$ cat config.mk
export PLATFORM = sky130hd
export DESIGN_NAME = alu_mc
export DESIGN_NICKNAME = d
export VERILOG_FILES = /design/src/rtl/alu_mc.sv
export SDC_FILE = /design/constraint.sdc
export NUM_CORES = 1
export LEC_CHECK = 0
export ABC_AREA = 1
export ABC_CLOCK_PERIOD_IN_PS = 3900
export CAP_MARGIN = 20
export CORE_AREA = 2 2 221 223
export DETAILED_ROUTE_END_ITERATION = 8
export DIE_AREA = 0 0 223 225
export HOLD_SLACK_MARGIN = 0.06
export PLACE_DENSITY_LB_ADDON = 0.08
export SETUP_SLACK_MARGIN = 0.05
export SLEW_MARGIN = 10
export SYNTH_ARGS = -nofsm -noshare
export SYNTH_HDL_FRONTEND = slang
export SYNTH_SLANG_ARGS = --single-unit
export TNS_END_PERCENT = 10
$ cat constraint.sdc
create_clock -name clk -period 3.9 [get_ports clk]
set_input_delay 0.39 -clock clk [delete_from_list [all_inputs] [get_ports clk]]
set_output_delay 0.39 -clock clk [all_outputs]
set_load 0.02 [all_outputs]
$ cat src/rtl/alu_mc.sv
// Multi-cycle ALU: single-cycle logic/arith/shift ops plus iterative MUL, DIVU, REMU,
// with registered results and flags presented behind a valid/ready handshake.
module alu_mc #(
    parameter int unsigned WIDTH = 32
) (
    input  logic             clk,
    input  logic             rst_n,
    input  logic             in_valid,
    output logic             in_ready,
    input  logic [WIDTH-1:0] a,
    input  logic [WIDTH-1:0] b,
    input  logic [3:0]       c,
    output logic             out_valid,
    input  logic             out_ready,
    output logic [WIDTH-1:0] out,
    output logic             z,
    output logic             f,
    output logic             v,
    output logic             dz,
    output logic             err
);
    localparam int unsigned SH = $clog2(WIDTH);

    typedef enum logic [1:0] {S_IDLE, S_BUSY, S_EXEC, S_DONE} state_t;

    state_t           state;
    logic [WIDTH-1:0] ra, rb, md, sh, acc;
    logic [3:0]       rc;
    logic [SH-1:0]    cnt;

    logic [WIDTH:0]   rem_sh;
    logic [WIDTH-1:0] rem_diff, acc_nx, sh_nx, md_nx;
    logic [WIDTH-1:0] sum, diff, res;
    logic             undef, vflag, dzflag;

    // One iteration: MUL uses acc as product, sh as multiplier, md as shifted multiplicand.
    // DIVU/REMU use acc as partial remainder and sh as dividend shifting into quotient.
    always_comb begin
        rem_sh   = {acc, sh[WIDTH-1]};
        rem_diff = rem_sh[WIDTH-1:0] - rb;
        acc_nx   = acc;
        sh_nx    = sh;
        md_nx    = md;
        if (rc == 4'd8) begin
            acc_nx = sh[0] ? acc + md : acc;
            sh_nx  = sh >> 1;
            md_nx  = md << 1;
        end else if (rem_sh >= {1'b0, rb}) begin
            acc_nx = rem_diff;
            sh_nx  = {sh[WIDTH-2:0], 1'b1};
        end else begin
            acc_nx = rem_sh[WIDTH-1:0];
            sh_nx  = {sh[WIDTH-2:0], 1'b0};
        end
    end

    always_comb begin
        sum   = ra + rb;
        diff  = ra - rb;
        res   = '0;
        undef = 1'b0;
        case (rc)
            4'd0:    res = ra & rb;
            4'd1:    res = ra | rb;
            4'd2:    res = sum;
            4'd3:    res = ra << rb[SH-1:0];
            4'd4:    res = ra >> rb[SH-1:0];
            4'd5:    res = $signed(ra) >>> rb[SH-1:0];
            4'd6:    res = diff;
            4'd7:    res[0] = $signed(ra) < $signed(rb);
            4'd8:    res = acc;
            4'd9:    res = sh;
            4'd10:   res = acc;
            4'd12:   res = ~(ra | rb);
            default: undef = 1'b1;
        endcase
        vflag = 1'b0;
        if (rc == 4'd2)
            vflag = (ra[WIDTH-1] == rb[WIDTH-1]) && (sum[WIDTH-1] != ra[WIDTH-1]);
        else if (rc == 4'd6)
            vflag = (ra[WIDTH-1] != rb[WIDTH-1]) && (diff[WIDTH-1] != ra[WIDTH-1]);
        dzflag = ((rc == 4'd9) || (rc == 4'd10)) && (rb == '0);
    end

    // Accept and iterative cycles are followed by an EXEC cycle that registers the result.
    always_ff @(posedge clk or negedge rst_n) begin
        if (!rst_n) begin
            state     <= S_IDLE;
            in_ready  <= 1'b1;
            out_valid <= 1'b0;
            out       <= '0;
            z         <= 1'b0;
            f         <= 1'b0;
            v         <= 1'b0;
            dz        <= 1'b0;
            err       <= 1'b0;
            cnt       <= '0;
            ra        <= '0;
            rb        <= '0;
            rc        <= '0;
            md        <= '0;
            sh        <= '0;
            acc       <= '0;
        end else begin
            case (state)
                S_IDLE: begin
                    if (in_valid) begin
                        ra       <= a;
                        rb       <= b;
                        rc       <= c;
                        md       <= a;
                        sh       <= (c == 4'd8) ? b : a;
                        acc      <= '0;
                        in_ready <= 1'b0;
                        if (c >= 4'd8 && c <= 4'd10) begin
                            state <= S_BUSY;
                            cnt   <= SH'(WIDTH - 1);
                        end else begin
                            state <= S_EXEC;
                        end
                    end
                end
                S_BUSY: begin
                    acc <= acc_nx;
                    sh  <= sh_nx;
                    md  <= md_nx;
                    if (cnt == '0)
                        state <= S_EXEC;
                    else
                        cnt <= cnt - 1'b1;
                end
                S_EXEC: begin
                    out       <= res;
                    z         <= (res == '0);
                    f         <= res[WIDTH-1];
                    v         <= vflag;
                    dz        <= dzflag;
                    err       <= undef;
                    out_valid <= 1'b1;
                    state     <= S_DONE;
                end
                S_DONE: begin
                    if (out_ready) begin
                        out_valid <= 1'b0;
                        in_ready  <= 1'b1;
                        state     <= S_IDLE;
                    end
                end
                default: state <= S_IDLE;
            endcase
        end
    end
endmodule
== Word level (Yosys, flattened, before mapping) ==
Index checks and enable logic that the tools add are counted.

* Logic and storage cells: 112
* Register bits: 210
* Memories kept: 0
* Bits in read-only memories: 0
* Output and inout bits: 39
* Latch bits: 0
* Memory bits (writable): 0

* Magnitude comparators: 4
* Add/subtract/negate cells: 5
* Reduce and logical (&&, ||, !) cells: 23
* Eq/ne operators: 26
* Mux-type cells: 32
* Div/mod/pow operators: 0
* Multipliers: 0
* Bitwise operators: 3
* Shift-type cells: 3

{| class="wikitable"
|+ Operators by type and width
! operator !! count
|-
| $pmux W31 S10 || 1
|-
| $mux W32 || 9
|-
| $pmux W32 S2 || 3
|-
| $add A32 B32 Y32 || 2
|-
| $logic_not A32 Y1 || 2
|-
| $sub A32 B32 Y32 || 2
|-
| $ge A33 B32 Y1 || 1
|-
| $and A32 B32 Y32 || 1
|-
| $lt A32 B32 Y1 || 1
|-
| $not A32 Y32 || 1
|-
| $or A32 B32 Y32 || 1
|-
| $shl A32 B5 Y32 || 1
|-
| $shr A32 B5 Y32 || 1
|-
| $sshr A32 B5 Y32 || 1
|-
| $eq A4 B4 Y1 const B || 5
|-
| $eq A4 B3 Y1 const B || 4
|-
| $mux W5 || 3
|-
| $ne A2 B2 Y1 const B || 6
|-
| $reduce_and A3 Y1 || 4
|-
| $reduce_or A12 Y1 || 1
|-
| $pmux W1 S11 || 1
|-
| $pmux W5 S2 || 1
|-
| $eq A4 B2 Y1 const B || 2
|-
| $mux W2 || 4
|-
| other kinds (21) || 38
|}

== Longest topological paths before layout ==
Gate-level depths: netlist of the first run.

* Depth in word-level cells: 5
* Mapped depth: 23
* Depth with buffers taken out: 21

== Worst setup path before layout of the first run ==
OpenSTA, ideal clock, no wires.

* Kind: register to register
* Start: reg rb[3]
* End: reg acc[20]
* Setup time: 118 ps
* Period minus slack after synthesis: 2756 ps
* Data required time: 3782 ps
* Path slack: 1144 ps
* Path buffers: 2
* Stages on the path, launching flop included: 16
* Arrival time: 2638 ps
* Cell sequence: dfrtp_1 > buf_2 > inv_2 > clkbuf_1 > ha_1 > a21oi_1 > nand2_1 > a21oi_1 > o21bai_1 > a21oi_1 > inv_1 > a21oi_1 > xor2_1 > nand2_1 > nand4_1 > nand2_1

* Word-level cells in the longest chain between the ends: 4

{| class="wikitable"
|+ RTL lines
! what !! RTL line !! source
|-
| start, declared || 27 || <nowiki>logic [WIDTH-1:0] ra, rb, md, sh, acc;</nowiki>
|-
| start signal, assigned || 99 || <nowiki>rb <= '0;</nowiki>
|-
| start signal, assigned || 109 || <nowiki>rb <= b;</nowiki>
|-
| $sub A32 B32 Y32 or $ge A33 B32 Y1 (tied branches) || 40, 48 ||
|-
| $mux W32 * || 48 || <nowiki>end else if (rem_sh >= {1'b0, rb}) begin</nowiki>
|-
| $mux W32 * || 44 || <nowiki>if (rc == 4'd8) begin</nowiki>
|-
| $pmux W32 S2 * || 105 || <nowiki>case (state)</nowiki>
|-
| end signal, assigned || 124 || <nowiki>acc <= acc_nx;</nowiki>
|-
| end, declared || 27 ||
|}

Mark *: on every way between the ends. The rest lies on a longest branch, timed or not.
A chain may end at the register's enable or synchronous reset.

== Final worst setup path of the first run ==
* Start: reg rb[8]
* End: reg z

* Word-level cells in the longest chain between the ends: 4

{| class="wikitable"
|+ RTL lines
! what !! RTL line !! source
|-
| parallel branches: the longest is 3 deep, another holds $sub A32 B32 Y32 || n/a ||
|-
| $logic_not A32 Y1 * || 134 || <nowiki>z <= (res == '0);</nowiki>
|-
| end signal, assigned || 134 ||
|-
| end, declared || 16 || <nowiki>output logic z,</nowiki>
|}

Mark *: on every way between the ends.

==> metrics.cfg, run 1 <==
[outcome]
run_status=complete, no violations

[timing]
hold-worst-slack_ps=397
final_min_period_over_clock_period=0.944
maxSlewHeadroom=0.271
worst_slew_pin_slew_ps=1090
timing.final.max_slew_violations=0
finalSetupViolCount=0
min_period_ps=3680
finalSetupTns_ps=0
grt_setup_unrepaired=false
finalHoldViolCount=0
max_freq_mhz=272
final_critical_path_setup_slack_ps=219
clock-skew-final_ps=20.0

[clock_network]
htree_num_levels=1
clock_sinks=209
clock_tree.root_cell=sky130_fd_sc_hd__clkbuf_16
cts.repair_timing.setup_buffer_count=0
worst_skew_pair.late_latency_ps=580
clk_pin_slew_worst_paths_ps=60
cts_made_buffers=28
tritoncts=done
cts_max_path_buffers=3

[synthesis]
yosys.area_share.adder=0.0977
synth.area.top_cells=sky130_fd_sc_hd__dfrtp_1 22%, sky130_fd_sc_hd__nand2_1 19%, sky130_fd_sc_hd__nand3_1 10%
post_synth_and_or_nand_nor_area_fraction=0.393
netlist_area_um2=23700
synth_compound_gate_area_share=0.169
number_of_warnings_reported_in_the_yosys_synthesis_log=0
asyncSetResetFlopFracSynth=1.00
synth.top_cells.by_count=1,200 x sky130_fd_sc_hd__nand2_1, 476 x sky130_fd_sc_hd__nand3_1, 441 x sky130_fd_sc_hd__inv_1
mappedNetlistNets=4245
mapped_cells=3990
synth_top_cell_area_share=0.219
synth_top_cell_by_area=sky130_fd_sc_hd__dfrtp_1
post_synth_num_cell_types=55
synth-seq-cells=209
post_synth_xor_area_fraction=0.0148
synth_sequential_area_ratio=0.220
synth_top_family_by_area=simple AND/OR/NAND/NOR gates
synth-edff-count=0
synth.area.mux_share=0
most_frequent_cell_after_synthesis=sky130_fd_sc_hd__nand2_1
synth_top_flop_cell=sky130_fd_sc_hd__dfrtp_1
synth.avg_cell_area_um2=5.95

[grt]
grt_start_max_net_pins=86
grt_first_pass_wirelength_um=164000
total_routing_usage_reported_by_global_routing=0.435
antenna_found_initial=3
first_global_vias=26900
sum_of_overflow_across_all_layers_after_global_routing=0

[setup_path]
cp_cell_sequence=inv_1 -> ha_1 -> nand2_1 -> nand2_1 -> a21oi_1 -> nor2_1 -> nor2_1 -> nand2_1 -> nand3_1 -> nand2_1 -> nand2_1 -> nand3_1 -> nand3_1 -> nor2_1 -> nand2_1 -> nor2_1 -> nand3_1 -> nand2_1
worstSetupEndpointType=flop
worstReg2RegStart=rb[8]
crit_path_max_fanout=8
cp-start-kind=flop
worstPathArrival_ps=4200
path_common_cell=sky130_fd_sc_hd__nand2_1
ff2ff_setup_slack_ps=220
r2r.worst_path.cells=18
critPathMaxStageDelay_ps=580
reg_to_reg_end=z
worst_path_max_delay_cell=sky130_fd_sc_hd__ha_1
kind_of_critical_path=flop to flop
crit_required_ps=4420

[finish]
layout-drive-gt1-share=0.0392
filler_cell_count=5011
syn2layout_area_growth_pct=10.9
num-nets-final=4284
fin_util=0.554

[placement]
detailedPlace.worstSlack_ps=468
gp_congestion=1.13
io_buffers=110
post-dp-hpwl_um=89100

[floorplan]
floorplan.io_pins=111
die_width_um=223
start_util=0.499
coreArea_um2=47500
row_count=80
dieArea_um2=50200
die_height_um=225

[route]
routed-via-count=28400
route.final.wire_length_um=111000
avgViaCountPerCell=6.09
first_pass_iters=8
routedWlPerCell_um=23.7
antenna_left=0
drc=0
drt_iter0_markers=3590

[worst_hold_path]
whs_endpoint=rb[4]
hold_class=primary input to flop
timing.hold.worst.start=b[4]
worst_hold_path.num_cells=3

[run]
cap_violations=0

## worst max-delay path by stage
stage	cells past startpoint	endpoint	slack, ps	startpoint
detailed placement	18	z	470	rb[0]
CTS	18	z	450	rb[0]
global placement	16	z	510	rb[6]
floorplan	15	acc[20]	1140	rb[3]
global route	18	z	110	rb[7]
finish	18	z	220	rb[8]
## worst max-delay path, delay by kind of cell (launching register included)
family / cells / cell delay (ps)
buffers and inverters: 1 / 180
AO/OA/AOI/OAI: 1 / 140
flip-flops: 1 / 520
AND/OR/NAND/NOR: 15 / 2210
adder cells (fa/ha/maj): 1 / 580
## area by class of cell
cell class	count	area [um^2]	area share
inverter	456	1710	0.0650
antenna	2	5.00	0.000190
clock inverter	7	93.8	0.00356
sequential	209	5230	0.199
timing repair buffer	173	1630	0.0619
tap	615	769	0.0292
clock buffer	45	856	0.0325
multi-input combinational	3161	16000	0.609
## state kept, by name, summed over array words and instances (netlist names), 2 cells and up
name / cells
cnt: 5
sh: 32
rb: 32
acc: 32
out: 32
state: 2
ra: 32
md: 32
rc: 4
## stage by stage
stage,cell area (um^2),cells
2_1_floorplan,23700,3990
5_1_grt,26300,4666
4_1_cts,26300,4666
3_5_place_dp,25400,4613
6_report,26300,4668
3_3_place_gp,25400,4613
## logic make-up (layout without fill, tap and decap cells)
kind of cell / Yosys count / count (layout)
simple gates: 2206 / 2206
fa+ha+maj: 183 / 183
buf+inv: 620 / 681
compound gates: 732 / 732
xor+xnor: 40 / 40
other cells: 0 / 2
flops: 209 / 209
## placed cells by master, fill, tap and decap left out, types with 3 or more instances in the layout
master,netlist,final
sky130_fd_sc_hd__o211ai_1,20,20
sky130_fd_sc_hd__nor3_1,36,36
sky130_fd_sc_hd__nand2_4,5,5
sky130_fd_sc_hd__a211oi_1,7,7
sky130_fd_sc_hd__nand3b_1,9,9
sky130_fd_sc_hd__nor3_2,3,3
sky130_fd_sc_hd__o21ai_0,297,297
sky130_fd_sc_hd__o21bai_1,20,20
sky130_fd_sc_hd__o21ai_1,17,17
sky130_fd_sc_hd__nand2_2,4,4
sky130_fd_sc_hd__xnor2_1,22,22
sky130_fd_sc_hd__o31ai_1,3,3
sky130_fd_sc_hd__a21boi_0,3,3
sky130_fd_sc_hd__a31oi_1,57,57
sky130_fd_sc_hd__and2_1,6,6
sky130_fd_sc_hd__clkbuf_16,0,29
sky130_fd_sc_hd__a21o_1,11,11
sky130_fd_sc_hd__xor2_1,18,18
sky130_fd_sc_hd__nor2_2,9,9
sky130_fd_sc_hd__buf_4,11,58
sky130_fd_sc_hd__fa_1,4,4
sky130_fd_sc_hd__o22ai_1,37,37
sky130_fd_sc_hd__a21oi_1,241,241
sky130_fd_sc_hd__nand3_1,476,475
sky130_fd_sc_hd__nor2_1,360,359
sky130_fd_sc_hd__dfrtp_1,208,206
sky130_fd_sc_hd__clkbuf_1,74,9
sky130_fd_sc_hd__inv_1,441,438
sky130_fd_sc_hd__nor4_1,12,12
sky130_fd_sc_hd__inv_2,13,16
sky130_fd_sc_hd__o221ai_1,6,6
sky130_fd_sc_hd__buf_12,0,4
sky130_fd_sc_hd__nor2_4,3,4
sky130_fd_sc_hd__nand2_1,1200,1200
sky130_fd_sc_hd__clkbuf_8,0,7
sky130_fd_sc_hd__clkdlybuf4s50_1,0,109
sky130_fd_sc_hd__nand4_1,75,75
sky130_fd_sc_hd__ha_1,179,178
## timing repair
item,CTS,global route
resized for setup,0,0
endpoints found under the hold margin,83,0
hold buffers,1,0
## per-layer routing
| metal | track usage | part of all wire | wire [um] |
|---|---|---|---|
| met1 | 0.541 | 0.39 | 43100 |
| met2 | 0.700 | 0.44 | 48700 |
| met3 | 0.0844 | 0.099 | 11000 |
| met4 | 0.259 | 0.069 | 7650 |
| met5 | 0 | 0.00020 | 22 |
Power of run 1 is left out: the tool's default activity adds up to more than one toggle a clock period on the data nets, which glitch-free logic cannot reach.
==> inputs of run 2 (changes only) <==
--- a/config.mk
+++ b/config.mk
@@ -14,6 +14,7 @@
 export HOLD_SLACK_MARGIN = 0.06
 export PLACE_DENSITY_LB_ADDON = 0.08
 export SETUP_SLACK_MARGIN = 0.05
+export SKIP_CTS_REPAIR_TIMING = 1
 export SLEW_MARGIN = 10
 export SYNTH_ARGS = -nofsm -noshare
 export SYNTH_HDL_FRONTEND = slang
==> run 2 against run 1 <==
Effect of this change:
- die area unchanged
- worst setup slack got worse by 10 ps
- clock skew about the same
- global-route usage about the same
- non-clock buffer count unchanged
- critical path depth unchanged
- critical path type unchanged
- critical endpoint unchanged
==> metrics.cfg, run 2 (synthesis results as in run 1) <==
[grt]
first_global_vias=26900  ; -0.0037%
total_routing_usage_reported_by_global_routing=0.435  ; about the same
antenna_found_initial=3  ; unchanged
grt_start_max_net_pins=86  ; unchanged
sum_of_overflow_across_all_layers_after_global_routing=0  ; unchanged
grt_first_pass_wirelength_um=164000  ; about the same

[finish]
syn2layout_area_growth_pct=10.9  ; unchanged
filler_cell_count=5011  ; unchanged
mostFrequentLayoutCell=sky130_fd_sc_hd__nand2_1
layout-drive-gt1-share=0.0392  ; unchanged
cell_area_after_layout_um2=26300  ; unchanged
num-nets-final=4284  ; unchanged
layout_common_cells=1,200 x sky130_fd_sc_hd__nand2_1, 475 x sky130_fd_sc_hd__nand3_1, 438 x sky130_fd_sc_hd__inv_1, 359 x sky130_fd_sc_hd__nor2_1, 297 x sky130_fd_sc_hd__o21ai_0
post_layout_instance_count_excluding_filler_cells=4668  ; unchanged
fin_util=0.554  ; unchanged

[setup_path]
r2r.worst_path.cells=18  ; unchanged
cp_cell_sequence=inv_1 -> ha_1 -> nand2_1 -> nand2_1 -> a21oi_1 -> nor2_1 -> nor2_1 -> nand2_1 -> nand3_1 -> nand2_1 -> nand2_1 -> nand3_1 -> nand3_1 -> nor2_1 -> nand2_1 -> nor2_1 -> nand3_1 -> nand2_1
ff2ff_setup_slack_ps=210  ; about the same
worst_path_max_delay_cell=sky130_fd_sc_hd__ha_1
crit_required_ps=4420  ; about the same
critical_path_buf_inv_count=1  ; unchanged
worst_path_dominant_cell_family=simple AND/OR/NAND/NOR gates
crit_path_max_fanout=8  ; unchanged
worstReg2RegStart=rb[8]
cp-start-kind=flop
reg_to_reg_end=z
kind_of_critical_path=flop to flop
path_common_cell=sky130_fd_sc_hd__nand2_1
worstSetupEndpointType=flop
critPathMaxStageDelay_ps=590  ; about the same
worstPathArrival_ps=4210  ; about the same

[floorplan]
die_width_um=223  ; unchanged
coreArea_um2=47500  ; unchanged
start_util=0.499  ; unchanged
dieArea_um2=50200  ; unchanged
die_height_um=225  ; unchanged
floorplan.io_pins=111  ; unchanged
row_count=80  ; unchanged

[timing]
finalHoldViolCount=0  ; unchanged
worst_slew_pin_slew_ps=1130  ; +41.0 ps
final_min_period_over_clock_period=0.946  ; +0.00255
timing.final.max_slew_violations=0  ; unchanged
min_period_ps=3690  ; +9.96 ps
maxSlewHeadroom=0.244  ; -0.0274
grt_setup_unrepaired=false
finalSetupTns_ps=0  ; unchanged
clock-skew-final_ps=20.4  ; +0.421 ps
max_freq_mhz=271  ; -0.27%
finalSetupViolCount=0  ; unchanged

[clock_network]
htree_num_levels=1  ; unchanged
worst_skew_pair.late_latency_ps=580  ; about the same
clk_pin_slew_worst_paths_ps=60  ; about the same
clock_sinks=209  ; unchanged
cts_max_path_buffers=3  ; unchanged
cts_made_buffers=28  ; unchanged
clock_tree.root_cell=sky130_fd_sc_hd__clkbuf_16
tritoncts=done

[route]
first_pass_iters=6  ; -2
routed-via-count=28500  ; +0.44%
route.final.wire_length_um=111000  ; about the same
drc=0  ; unchanged
drt_iter0_markers=3589  ; -0.028%
avgViaCountPerCell=6.11  ; +0.44%
routedWlPerCell_um=23.7  ; about the same
antenna_left=0  ; unchanged

[placement]
gp_congestion=1.13  ; unchanged
io_buffers=110  ; unchanged
placed_cells_incl_taps=4613  ; unchanged
post-dp-hpwl_um=89100  ; unchanged
postPlaceCellArea_um2=25400  ; unchanged

[run]
cap_violations=0  ; unchanged

[worst_hold_path]
worst_hold_path.num_cells=3  ; unchanged
hold_class=primary input to flop
timing.hold.worst.start=b[4]
whs_endpoint=rb[4]

[outcome]
run_status=complete, no violations

-- run 2: stage by stage --
stage,hold slack (ps),worst slack (ps)
after global routing,416,110
after CTS,-179,449
after global placement,431,509
after floorplan,94.4,1140
final,389,209
after detailed placement,431,468
-- run 2: cell type report --
class,count,area [um^2],area share
multi-input cells,3161,16000,0.609
flip-flops and latches,209,5230,0.199
inverters,456,1710,0.0650
repair buffers,173,1630,0.0619
clock buffers,45,856,0.0325
well taps,615,769,0.0292
clock inverters,7,93.8,0.00356
diodes,2,5.00,0.000190
-- run 2: worst min-delay path: stages --
cell	delay [ps]
sky130_fd_sc_hd__clkdlybuf4s50_1	390
sky130_fd_sc_hd__inv_1	60
sky130_fd_sc_hd__o21ai_0	80
-- run 2: worst max-delay path by stage --
| stage | end | start | cells after the start | slack (ps) |
|---|---|---|---|---|
| after floorplan | acc[20] | rb[3] | 15 | 1140 |
| after global placement | z | rb[6] | 16 | 510 |
| after detailed placement | z | rb[0] | 18 | 470 |
| after CTS | z | rb[0] | 18 | 450 |
| after global routing | z | rb[7] | 18 | 110 |
| final | z | rb[8] | 18 | 210 |
-- run 2: per-layer routing --
metal	vias up	GRT usage	routed length [um]	part of all wire
li1	13300	-	-	-
met1	13200	0.541	42900	0.39
met5	-	0	22	0.00020
met2	1694	0.700	49000	0.44
met4	4	0.259	7710	0.070
met3	349	0.0849	11000	0.099
Power of run 2 is left out for the same reason.
